**config.mk**
```make
export PLATFORM = sky130hd
export DESIGN_NAME = rom_dl_sequencer
export DESIGN_NICKNAME = d
export VERILOG_FILES = /design/src/rtl/rom_dl_sequencer.sv
export SDC_FILE = /design/constraint.sdc
export NUM_CORES = 1
export LEC_CHECK = 0
export CAP_MARGIN = 40
export CORE_ASPECT_RATIO = 2
export CORE_MARGIN = 5
export CORE_UTILIZATION = 47
export DETAILED_ROUTE_END_ITERATION = 10
export PLACE_DENSITY = 0.81
export RECOVER_POWER = 25
export SETUP_SLACK_MARGIN = 0.4
export SLEW_MARGIN = 20
export SYNTH_ARGS = -nofsm -noshare
export SYNTH_HDL_FRONTEND = slang
export SYNTH_SLANG_ARGS = --single-unit
```
**constraint.sdc**
```tcl
create_clock -name clk_sys -period 2.57 [get_ports clk_sys]
set_input_delay 0.514 -clock clk_sys [delete_from_list [all_inputs] [get_ports clk_sys]]
set_output_delay 0.514 -clock clk_sys [all_outputs]
set_load 0.01 [all_outputs]
```
**src/rtl/rom_dl_sequencer.sv**
```systemverilog
// -----------------------------------------------------------------------------
// rom_dl_sequencer
//
// Purpose:
//   Bridges the data_io SPI download engine to the Pacman core's ROM download
//   port. It selects the ROM download by ioctl_index and re-registers each
//   accepted byte onto dn_addr/dn_data/dn_wr with one cycle of latency. It
//   counts the bytes and checks them (exact length, no address gaps) and
//   tracks the load state (EMPTY/LOAD/READY/ERROR). It also generates the core
//   reset, including a hold-off of HOLD_CYCLES after every reset cause clears.
//
// Optional feature (compile-time macro ROM_DL_SEQUENCER_CHECKSUM_EN):
//   Adds parameter EXP_SUM and output port checksum. The checksum is a 16-bit
//   running sum of the accepted bytes. When EXP_SUM is non-zero, READY also
//   requires checksum == EXP_SUM. EXP_SUM == 0 disables the comparison.
//
// Ports:
//   clk_sys      in   1  system clock
//   reset_n      in   1  asynchronous active-low reset
//   ioctl_downl  in   1  download active (data_io)
//   ioctl_index  in   8  download index
//   ioctl_wr     in   1  single-cycle byte write strobe
//   ioctl_addr   in  25  byte address
//   ioctl_dout   in   8  byte data
//   user_reset   in   1  OSD/button reset, level, active-high
//   dn_addr      out 16  core download address
//   dn_data      out  8  core download data
//   dn_wr        out  1  core download write strobe (one cycle per byte)
//   rom_loaded   out  1  a valid ROM set has been loaded
//   load_err     out  1  the last ROM download failed validation
//   core_reset   out  1  active-high core reset
//   checksum     out 16  (macro only) running byte sum of current/last load
//   byte_count   out 17  bytes accepted in the current or last download
// -----------------------------------------------------------------------------
module rom_dl_sequencer #(
  parameter logic [7:0]  ROM_INDEX   = 8'd0,
  parameter logic [16:0] EXP_BYTES   = 17'h0C000,
  parameter int          HOLD_CYCLES = 16
`ifdef ROM_DL_SEQUENCER_CHECKSUM_EN
  ,
  parameter logic [15:0] EXP_SUM     = 16'h0000
`endif
) (
  input  logic        clk_sys,
  input  logic        reset_n,
  input  logic        ioctl_downl,
  input  logic [7:0]  ioctl_index,
  input  logic        ioctl_wr,
  input  logic [24:0] ioctl_addr,
  input  logic [7:0]  ioctl_dout,
  input  logic        user_reset,
  output logic [15:0] dn_addr,
  output logic [7:0]  dn_data,
  output logic        dn_wr,
  output logic        rom_loaded,
  output logic        load_err,
  output logic        core_reset,
`ifdef ROM_DL_SEQUENCER_CHECKSUM_EN
  output logic [15:0] checksum,
`endif
  output logic [16:0] byte_count
);

  localparam logic [1:0] ST_EMPTY = 2'd0;
  localparam logic [1:0] ST_LOAD  = 2'd1;
  localparam logic [1:0] ST_READY = 2'd2;
  localparam logic [1:0] ST_ERROR = 2'd3;

  localparam int              HOLD_W      = $clog2(HOLD_CYCLES + 1);
  localparam logic [HOLD_W-1:0] HOLD_RELOAD = HOLD_W'(HOLD_CYCLES);

  logic [1:0]        state_q,      state_d;
  logic              sel_q;
  logic              gap_q,        gap_d;
  logic [16:0]       byte_count_q, byte_count_d;
  logic [15:0]       dn_addr_q,    dn_addr_d;
  logic [7:0]        dn_data_q,    dn_data_d;
  logic              dn_wr_q,      dn_wr_d;
  logic              rom_loaded_q, rom_loaded_d;
  logic              load_err_q,   load_err_d;
  logic [HOLD_W-1:0] hold_q,       hold_d;
  logic              core_reset_q, core_reset_d;
`ifdef ROM_DL_SEQUENCER_CHECKSUM_EN
  logic [15:0]       checksum_q,   checksum_d;
`endif

  logic sel;
  logic sel_rise;
  logic sel_fall;
  logic sum_ok;
  logic cause;

  assign sel      = ioctl_downl && (ioctl_index == ROM_INDEX);
  assign sel_rise = sel && !sel_q;
  assign sel_fall = !sel && sel_q;

`ifdef ROM_DL_SEQUENCER_CHECKSUM_EN
  assign sum_ok = (EXP_SUM == 16'h0000) || (checksum_q == EXP_SUM);
`else
  assign sum_ok = 1'b1;
`endif

  // Download state machine and byte path.
  always_comb begin
    state_d      = state_q;
    gap_d        = gap_q;
    byte_count_d = byte_count_q;
    dn_addr_d    = dn_addr_q;
    dn_data_d    = dn_data_q;
    dn_wr_d      = 1'b0;
    rom_loaded_d = rom_loaded_q;
    load_err_d   = load_err_q;
`ifdef ROM_DL_SEQUENCER_CHECKSUM_EN
    checksum_d   = checksum_q;
`endif

    if (sel_rise && (state_q != ST_LOAD)) begin
      state_d      = ST_LOAD;
      gap_d        = 1'b0;
      byte_count_d = '0;
      rom_loaded_d = 1'b0;
      load_err_d   = 1'b0;
`ifdef ROM_DL_SEQUENCER_CHECKSUM_EN
      checksum_d   = '0;
`endif
    end else if (state_q == ST_LOAD) begin
      if (sel_fall) begin
        if ((byte_count_q == EXP_BYTES) && !gap_q && sum_ok) begin
          state_d      = ST_READY;
          rom_loaded_d = 1'b1;
        end else begin
          state_d    = ST_ERROR;
          load_err_d = 1'b1;
        end
      end else if (sel && ioctl_wr) begin
        if (ioctl_addr[24:16] != 9'd0) begin
          // Beyond the 64 KiB core window: drop it, but the set is now suspect.
          gap_d = 1'b1;
        end else begin
          dn_addr_d = ioctl_addr[15:0];
          dn_data_d = ioctl_dout;
          dn_wr_d   = 1'b1;
          // A valid set is written strictly sequentially from address 0.
          if (ioctl_addr != {8'd0, byte_count_q}) begin
            gap_d = 1'b1;
          end
          if (byte_count_q != 17'h1FFFF) begin
            byte_count_d = byte_count_q + 17'd1;
          end
`ifdef ROM_DL_SEQUENCER_CHECKSUM_EN
          checksum_d = checksum_q + {8'd0, ioctl_dout};
`endif
        end
      end
    end
  end

  // Core reset hold-off. The cause uses the next state so that core_reset
  // reasserts on the same edge that leaves READY and starts counting on the
  // same edge that enters it.
  always_comb begin
    cause = user_reset || (state_d != ST_READY);
    if (cause) begin
      hold_d       = HOLD_RELOAD;
      core_reset_d = 1'b1;
    end else if (hold_q != '0) begin
      hold_d       = hold_q - HOLD_W'(1);
      core_reset_d = 1'b1;
    end else begin
      hold_d       = hold_q;
      core_reset_d = 1'b0;
    end
  end

  always_ff @(posedge clk_sys or negedge reset_n) begin
    if (!reset_n) begin
      state_q      <= ST_EMPTY;
      // Resetting the edge detector high means a download already in flight
      // when reset releases is not mistaken for a new one; only a genuine
      // rising edge of sel starts a load.
      sel_q        <= 1'b1;
      gap_q        <= 1'b0;
      byte_count_q <= '0;
      dn_addr_q    <= '0;
      dn_data_q    <= '0;
      dn_wr_q      <= 1'b0;
      rom_loaded_q <= 1'b0;
      load_err_q   <= 1'b0;
      hold_q       <= HOLD_RELOAD;
      core_reset_q <= 1'b1;
`ifdef ROM_DL_SEQUENCER_CHECKSUM_EN
      checksum_q   <= '0;
`endif
    end else begin
      state_q      <= state_d;
      sel_q        <= sel;
      gap_q        <= gap_d;
      byte_count_q <= byte_count_d;
      dn_addr_q    <= dn_addr_d;
      dn_data_q    <= dn_data_d;
      dn_wr_q      <= dn_wr_d;
      rom_loaded_q <= rom_loaded_d;
      load_err_q   <= load_err_d;
      hold_q       <= hold_d;
      core_reset_q <= core_reset_d;
`ifdef ROM_DL_SEQUENCER_CHECKSUM_EN
      checksum_q   <= checksum_d;
`endif
    end
  end

  assign dn_addr    = dn_addr_q;
  assign dn_data    = dn_data_q;
  assign dn_wr      = dn_wr_q;
  assign rom_loaded = rom_loaded_q;
  assign load_err   = load_err_q;
  assign core_reset = core_reset_q;
  assign byte_count = byte_count_q;
`ifdef ROM_DL_SEQUENCER_CHECKSUM_EN
  assign checksum   = checksum_q;
`endif

endmodule

```
==> impl_metrics.ini <==
[status]
status = finished, final reports clean

[worst_setup_path]
critPathRequiredTime_ps = 2790
cp-end-kind = flop
critical_path.top_delay_family = simple AND/OR/NAND/NOR gates
crit_path_max_fanout = 4
critPathArrivalTime_ps = 2510
cp-start-kind = flop
critPathKind = flop to flop
slowest_stage = or4_1
crit_buf_inv = 0
max_stage_delay_ps = 520
crit_chain = ha_4, and2_4, nand4_1, nor2_1, ha_2, and4b_2, nand3_2, or4_1, a21oi_1

[floorplan]
die-area_um2 = 7995
die_y_um = 121.5
rows = 40
initial_utilization_pct = 48.29
die_w_um = 65.78
coreArea_um2 = 6056
io_pins = 91

[routing]
drc_errors = 0
drt_iter0_drc = 91
ant_nets = 0
vias = 2617
avgViaCountPerCell = 5.568
wl_um = 8353
drtPass1Iterations = 6
routedWlPerCell_um = 17.77

[power]
p_switching_w = 0.0003574
irDropWorstVdd_v = 0.0004556
seqPwrFrac_pct = 51.0
power_leakage_nw = 1.877
pwr-share-clk_pct = 41.2
combPwrFrac_pct = 7.8
powerDensity_nw_per_um2 = 381.0
p_int_w = 0.001317
swShare_pct = 21.34

[clock_network]
clk_path_buf_depth = 2
cts.sinks = 54
clkTransAtPathRegs_ps = 70
clk_latency_ps = 300
root_buffer = clkbuf_16
cts_tree = yes
cts_max_level = 2
cts_buffers = 5

[global_route]
grt_pass1_wl_um = 12730
antenna_found_initial = 0
grt_max_degree = 34
grt_overflow = 0
grt_pass1_vias = 2706
grt_usage_pct = 20.73

[sta]
timing.hold.ws_ps = 430.3
setup_viol = 0
final-hold-violation-count = 0
drv_slew = 0
skew_ps = 4.095
max-slew-margin-rel_pct = 22.04
tns_ps = 0
tightest_slew_ps = 1169
period_share_pct = 89.04
fmax_mhz = 437.0
rsz0062_at_grt = yes
period_minus_slack_ps = 2288

[placed_design]
dpl.cell_count = 451
numPortBuffers = 90
hpwlAfterDp_um = 6101
place_congestion = 0.9368

[synthesis]
yosysMostFrequentCell = dfrtp_1
yosys.area.top_type = dfrtp_1
ys.warnings.count = 0
ys_types = 49
async_reset_ff_share_pct = 100.0
synth_edf_count = 0
ys.flop_type = dfrtp_1
synthTopCellsByArea = dfrtp_1 (44%), mux2_2 (9.2%), xnor2_1 (5.4%)
synth_area_um2 = 2924
seq_area_frac_synth_pct = 46.34
synthCells = 267
ys_ff_latch = 54
syn_nets = 318
synthTopCellsByCount = dfrtp_1 (51), mux2_2 (24), xnor2_1 (18)
synth.avg_cell_area_um2 = 10.95
synthDominantCellAreaShare_pct = 43.65

[min_path]
holdCritPathClass = input port to asynchronous set/reset pin

[finish]
fillers = 414
final_cells = 470
area_growth_pct = 50.32
nets = 436
diodes = 0
finalCoreUtilization_pct = 72.58
drive_above_1_share_pct = 23.83

[run]
drv_cap = 0
## per-layer routing
layer / routed length [µm] / vias up / part of all wire [%] / track usage, %
met1: 2815 / 1288 / 34 / 20.49
met5: 0 / - / 0 / 0
met4: 331 / 0 / 4.0 / 10.39
met3: 394 / 28 / 4.7 / 4.520
met2: 4812 / 90 / 58 / 38.91
li1: - / 1211 / - / -
## flip-flops by register name (all words and copies together) (netlist names)
signal and cells:
state_q 2, dn_wr 1, byte_count 17, hold_q 5
load_err 1, dn_data 8, rom_loaded 1, core_reset 1
gap_q 1, dn_addr 16, sel_q 1
## cell type report
class / count / area [µm²] / share of cell area (%)
Clock buffer: 7 / 142.6 / 3.245
Sequential cell: 54 / 1360 / 30.94
Clock inverter: 1 / 5.005 / 0.1139
Multi-Input combinational cell: 191 / 1523 / 34.64
Timing Repair Buffer: 125 / 1230 / 27.98
Inverter: 8 / 30.03 / 0.6832
Tap cell: 84 / 105.1 / 2.391
## final timing paths
check                         startpoint        endpoint  slack [ps]  cells past startpoint
max                        byte_count[0]   byte_count[5]         280                      9
min                              reset_n      dn_data[5]         430                      1
max reg2reg                byte_count[0]   byte_count[5]         280                      9
min reg2reg                        gap_q           gap_q         500                      2
max in group asynchronous        reset_n  byte_count[11]         640                      2
min in group clk_sys               gap_q           gap_q         500                      2
## logic make-up after synthesis
group                      after synthesis  share of synthesized area, %
muxes                                   34                         12.67
buffers and inverters                   22                         3.765
AOI/OAI and AO/OA                       32                         7.745
xor gates and xnor gates                20                         5.991
and+or+nand+nor                        100                         21.35
DFF                                     54                         46.34
adders and majority gates                5                         2.139
## through the flow
stage               cell area, µm²  worst slack (ps)  total power, W
floorplan                     2944             399.3       0.0008994
global placement              4051             123.2        0.001001
detailed placement            4051             89.01        0.001004
CTS                           4267             374.9        0.001693
global route                  4395             132.7        0.001731
finish                        4395             281.7        0.001675
## power groups by stage
stage | Clock [W] | Combinational, W | Sequential (W)
finish | 0.000689 | 0.000131 | 0.000854
CTS | 0.000704 | 0.000135 | 0.000854
floorplan | 0 | 0.0000295 | 0.000870
global route | 0.000735 | 0.000142 | 0.000854
global placement | 0 | 0.000131 | 0.000870
detailed placement | 0 | 0.000134 | 0.000870
## repair_timing
item,CTS,global route
endpoints found under the setup margin,9,16
pin swaps,0,7
gates resized for setup,6,21
gates cloned,0,2
hold buffers,0,0
buffers inserted,7,2
## layout by cell type, fill, tap and decap left out, types with 4 or more instances in the layout
cell type	n
clkdlybuf4s50_1	83
nor3_1	7
or4_1	4
nand3_1	9
nand4_1	9
nor2_1	7
inv_1	8
a21oi_1	9
dfrtp_2	4
dlymetal6s2s_1	6
nand2_1	17
nand2b_1	10
xnor2_1	18
mux2i_1	10
clkbuf_16	7
nor4_1	9
dfrtp_1	47
mux2_2	24
buf_4	30
o31ai_1	8
No activity file was read; power rests on OpenSTA's default activity.
==> RTL edit 1: new RTL, same settings <==
Add a define of `ROM_DL_SEQUENCER_CHECKSUM_EN`.
--- a/src/rtl/rom_dl_sequencer.sv
+++ b/src/rtl/rom_dl_sequencer.sv
@@ -33,4 +33,6 @@
 //   byte_count   out 17  bytes accepted in the current or last download
 // -----------------------------------------------------------------------------
+`define ROM_DL_SEQUENCER_CHECKSUM_EN
+
 module rom_dl_sequencer #(
   parameter logic [7:0]  ROM_INDEX   = 8'd0,
Behaviour (old outputs only; new: checksum): unchanged (Yosys induction, for registers that start in step).
==> RTL edit 1 against the unedited design <==
  * Clock power increased by 63%
  * Sequential power increased by 30%
  * Sequential cell count increased by 16
  * Combinational power grew 34%
  * Worst setup slack got worse by 0.048 ns
  * The run now ends with capacitance limit, slew limit left
  * Wire length grew 49%
  * Maximum frequency fell by 2.0%
  * Design area increased by 34%
  * Power grew 43%
  * Largest cell class unchanged
  * Die area rose by 28%
  * Synthesized area rose by 32%
  * Clock skew up 0.0043 ns
==> RTL edit 1: results (changes against the unedited design) <==
[outcome]
status = finished, violations left  ; was completed
violations = capacitance limit, slew limit

[cells_and_area]
drive_above_1_share_pct = 19.7  ; was 23.8%
final_nets = 623  ; was 436
largest_reg_flops = 17  ; unchanged
antenna_cells = 0  ; unchanged
fill_cells = 566  ; was 414

[sta]
worstMarginPinSlew_ns = 1.73  ; was 1.17 ns
fin_skew_ns = 0.00838  ; was 0.00410 ns
drv_slew = 71  ; was 0
post-route-period-util_pct = 90.9  ; was 89.0%

[synth]
synth_nets = 473  ; was 318
synth.area.top_cells = dfrtp_1 43%, nand2_1 9.3%, xnor2_1 4.8%  ; was dfrtp_1 44%, mux2_2 9.2%, xnor2_1 5.4%
synth_ff_type = dfrtp_1  ; unchanged
synth_top_cells_by_count = 96 x nand2_1, 67 x dfrtp_1, 27 x nor2_1  ; was 51 x dfrtp_1, 24 x mux2_2, 18 x xnor2_1
synth.distinct_cells = 57  ; was 49
synth_top_area_share_pct = 43.4  ; was 43.6%
async_reset_ff_share_pct = 100  ; unchanged
yosysSeqAreaShare_pct = 45.5  ; was 46.3%

[worst_setup_path]
critPathSlowestCell = dfrtp_2  ; was or4_1
slowest_delay_ns = 0.43  ; was 0.52 ns
crit_path_max_fanout = 4  ; unchanged

[detailed_routing]
drtIter0Drc = 207  ; was 91
detail_route.first_pass.iterations = 4  ; was 6
wl_met3_um = 746  ; was 394 um
top_layer_used = met4  ; unchanged
postRouteWirelength_um = 12400  ; was 8350 um
wl_met2_um = 6820  ; was 4810 um
vias = 3828  ; was 2617
wl_met1_um = 4330  ; was 2820 um

[global_route]
grtUsageMet1_pct = 25.9  ; was 20.5%
grt_start_max_net_pins = 71  ; was 34
grt_pass1_wl_um = 19100  ; was 12700 um
grt_usage_pct = 23.9  ; was 20.7%
met2_usage_pct = 41.9  ; was 38.9%
grt_pass1_vias = 4024  ; was 2706
antenna_found_initial = 0  ; unchanged
met3_usage_pct = 5.08  ; was 4.52%

[clock_network]
insertion_delay_ns = 0.33  ; was 0.30 ns
cts_inserted_buffers = 9  ; was 5
path_clk_slew_ns = 0.05  ; was 0.07 ns
cts_root_buffer = clkbuf_16  ; unchanged
clockBufferDepth = 2  ; unchanged
post_cts_resized = 21  ; was 6
cts_setup_buffers = 10  ; was 7
htree_levels = 3  ; was 2

[run]
cap_violations = 1  ; was 0

[pwr]
irDropWorstVdd_mv = 0.408  ; was 0.456 mV
p_leak_nw = 2.72  ; was 1.88 nW

[placed_design]
gp_congestion = 0.918  ; was 0.937
io_buffers = 106  ; was 90
hpwlAfterDp_um = 8530  ; was 6100 um

[min_path]
hold_path_class = in2reg  ; was in2async

==> RTL edit 1: cell count changes after synthesis, sizes merged, moves of 5 or more <==
cell,change
dfrtp,+16
nand2,+79
a21oi,+8
mux2,-24
o21ai,+7
mux2i,-8
nand2b,-9
nor2,+19
xor2,+13
ha,+8
a21o,+5
==> RTL edit 1: layout make-up <==
class                      count  area, um^2  area share [%]
clock inverter                 1        5.00          0.0851
sequential                    70        1760            29.9
clock buffer                  15         258            4.38
timing repair buffer         155        1470            25.0
tap                           96         120            2.04
multi-input combinational    314        2220            37.7
inverter                      13        50.0           0.851
==> RTL edit 1: through the flow <==
stage / setup slack [ns] / hold WS [ns] / cells / area (um^2)
finish: 0.234 / 0.449 / 664 / 5880
detailed placement: -0.228 / 0.462 / 634 / 5260
global placement: -0.0933 / 0.460 / 634 / 5260
floorplan: 0.364 / 0.218 / 413 / 3880
CTS: 0.345 / 0.218 / 660 / 5680
global route: 0.153 / 0.491 / 664 / 5880
==> RTL edit 1: final timing paths <==
path	cells after the start	slack, ns	startpoint	end
worst min register to register	2	0.48	gap_q	gap_q
min in group asynchronous	2	0.71	reset_n	dn_data[3]
max in group asynchronous	2	0.70	reset_n	byte_count[0]
worst max register to register	11	0.23	byte_count[0]	byte_count[5]
worst max-delay path	11	0.23	byte_count[0]	byte_count[5]
worst min-delay path	3	0.45	ioctl_dout[0]	dn_data[0]
==> RTL edit 1: cell families after synthesis <==
kind of cell    synth area share [%]
simple gates                    28.0
mux                            0.519
compound gates                  9.79
fa+ha+maj                       4.73
xor+xnor                        8.17
buf+inv                         3.27
flops                           45.5
==> RTL edit 1: power breakdown <==
group,switching (W),internal (W)
sequential,0.00000424,0.00111
combinational,0.0000841,0.0000906
clock,0.000437,0.000679
==> RTL edit 2: new RTL, config.mk and constraints unchanged <==
Without the edit above. Put one more register stage on the output `dn_data`, with the module's reset. The value now appears one clock later. The other outputs are not delayed to match. Comments in the files are not updated.
--- a/src/rtl/rom_dl_sequencer.sv
+++ b/src/rtl/rom_dl_sequencer.sv
@@ -211,5 +211,11 @@
 
   assign dn_addr    = dn_addr_q;
-  assign dn_data    = dn_data_q;
+  always_ff @(posedge clk_sys or negedge reset_n) begin
+    if (!reset_n) begin
+      dn_data <= '0;
+    end else begin
+      dn_data <= dn_data_q;
+    end
+  end
   assign dn_wr      = dn_wr_q;
   assign rom_loaded = rom_loaded_q;
Behaviour: not the same (Yosys sat finds a counterexample within 4 cycles, from zero or initial values and one cycle with reset_n low).
==> RTL edit 2 against the unedited design <==
  * First-iteration DRC count grew to 2.5 times the old value
  * Synthesized area is 1.8% higher
  * Sequential cell count is 8 higher
  * Worst setup slack worse by 0.11 ns
  * Design area is 8.7% higher
  * Critical path depth stayed put
  * Wire length is 18% higher
  * The flow now finishes with violations (capacitance limit, slew limit)
  * Largest cell class is now flip-flops and latches
Power is not compared: it rests on default switching activity, and its combinational part moved more than twofold at a synthesized area within 25%.
==> RTL edit 2: results (changes against the unedited design) <==
[synth]
synth.area.top_cells = dfrtp_1 50%, nand2_1 10%, xnor2_1 7.4%  ; was dfrtp_1 44%, mux2_2 9.2%, xnor2_1 5.4%
synth_top_cells_by_count = 83 x nand2_1, 59 x dfrtp_1, 25 x xnor2_1  ; was 51 x dfrtp_1, 24 x mux2_2, 18 x xnor2_1
synth.distinct_cells = 44  ; was 49
synthCells = 306  ; was 267

[worst_setup_path]
crit_path_max_fanout = 6  ; was 4
rrSetupSlack_ns = 0.25  ; was 0.28 ns

[run]
cap_violations = 1  ; was 0

[global_route]
grt_pass1_wl_um = 14200  ; was 12700 um
grt_usage_pct = 23.5  ; was 20.7%
grt_pass1_vias = 2911  ; was 2706

[detailed_routing]
wl_per_cell_um = 18.6  ; was 17.8 um
routed_via_density = 5.52  ; was 5.57
detail_route.first_pass.iterations = 4  ; was 6

[cells_and_area]
final_nets = 492  ; was 436
drive_above_1_share_pct = 25.7  ; was 23.8%

[sta]
maxSlewHeadroom_pct = -2.25  ; was 22.0%
fin_skew_ns = 0.00431  ; was 0.00410 ns
drv_slew = 63  ; was 0

[clock_network]
htree_levels = 3  ; was 2
path_clk_slew_ns = 0.05  ; was 0.07 ns
cts_inserted_buffers = 9  ; was 5
insertion_delay_ns = 0.33  ; was 0.30 ns

[min_path]
hold_path_class = reg2reg  ; was in2async

[outcome]
violations = capacitance limit, slew limit
status = finished, violations left  ; was completed

[placed_design]
gp_congestion = 0.960  ; was 0.937
placed_cells = 506  ; was 451

[RTL edit 2: through the flow]
stage               util (%)  TNS [ns]  setup WS, ns
CTS                     73.2         0         0.125
floorplan                  -    -0.148       -0.0738
global route            76.4         0         0.149
finish                  76.4         0         0.175
global placement        67.1    -12.62        -0.416
detailed placement      67.1    -13.16        -0.447
[RTL edit 2: critical path: stages]
cell      delay (ns)
buf_6           0.09
or4_4           0.52
or4_4           0.46
buf_6           0.15
buf_12          0.12
nor4_4          0.24
buf_4           0.20
nor4bb_2        0.20
o21ba_2         0.17
[RTL edit 2: final cells by class]
cell class,instances,area [um^2],share of cell area (%)
clock inverter,2,10.0,0.209
clock buffer,12,246,5.16
inverter,11,41.3,0.864
timing repair buffer,132,1270,26.5
sequential,62,1560,32.5
tap,86,108,2.25
multi-input combinational,225,1550,32.5
[RTL edit 2: where the power goes]
part	total (W)	internal, W	switching [W]
clock network	0.00106	0.000663	0.000396
registers	0.00106	0.00103	0.0000338
logic	0.000320	0.000172	0.000148
[RTL edit 2: final timing paths]
path / from / endpoint
worst max-delay path: ioctl_addr[20] / byte_count[13]
worst min-delay path: dn_data_q[5] / dn_data[5]
worst max register to register: byte_count[0] / byte_count[8]
worst min register to register: dn_data_q[5] / dn_data[5]
max in group asynchronous: reset_n / dn_data_q[7]
min in group asynchronous: reset_n / dn_data[3]
[RTL edit 2: kinds of logic after synthesis]
| group | synth area share (%) |
|---|---|
| buffers and inverters | 4.20 |
| adder cells (fa/ha/maj) | 2.10 |
| flip-flops | 52.2 |
| AO/OA/AOI/OAI | 6.89 |
| XOR/XNOR | 7.94 |
| AND/OR/NAND/NOR | 26.6 |
[RTL edit 2: timing repair]
action	4_1_cts	5_1_grt
endpoints found under the setup margin	43	47
gates resized for setup	35	37
gates cloned	1	4
pin swaps	17	29
buffers inserted	2	3
[RTL edit 2: routing by layer]
layer  part of all wire [%]  up-vias  GRT usage (%)
met4                    4.9        0           13.4
met1                     35     1432           24.5
met2                     55      135           41.9
met5                      0        -              0
met3                    5.7       33           5.49
li1                       -     1323              -
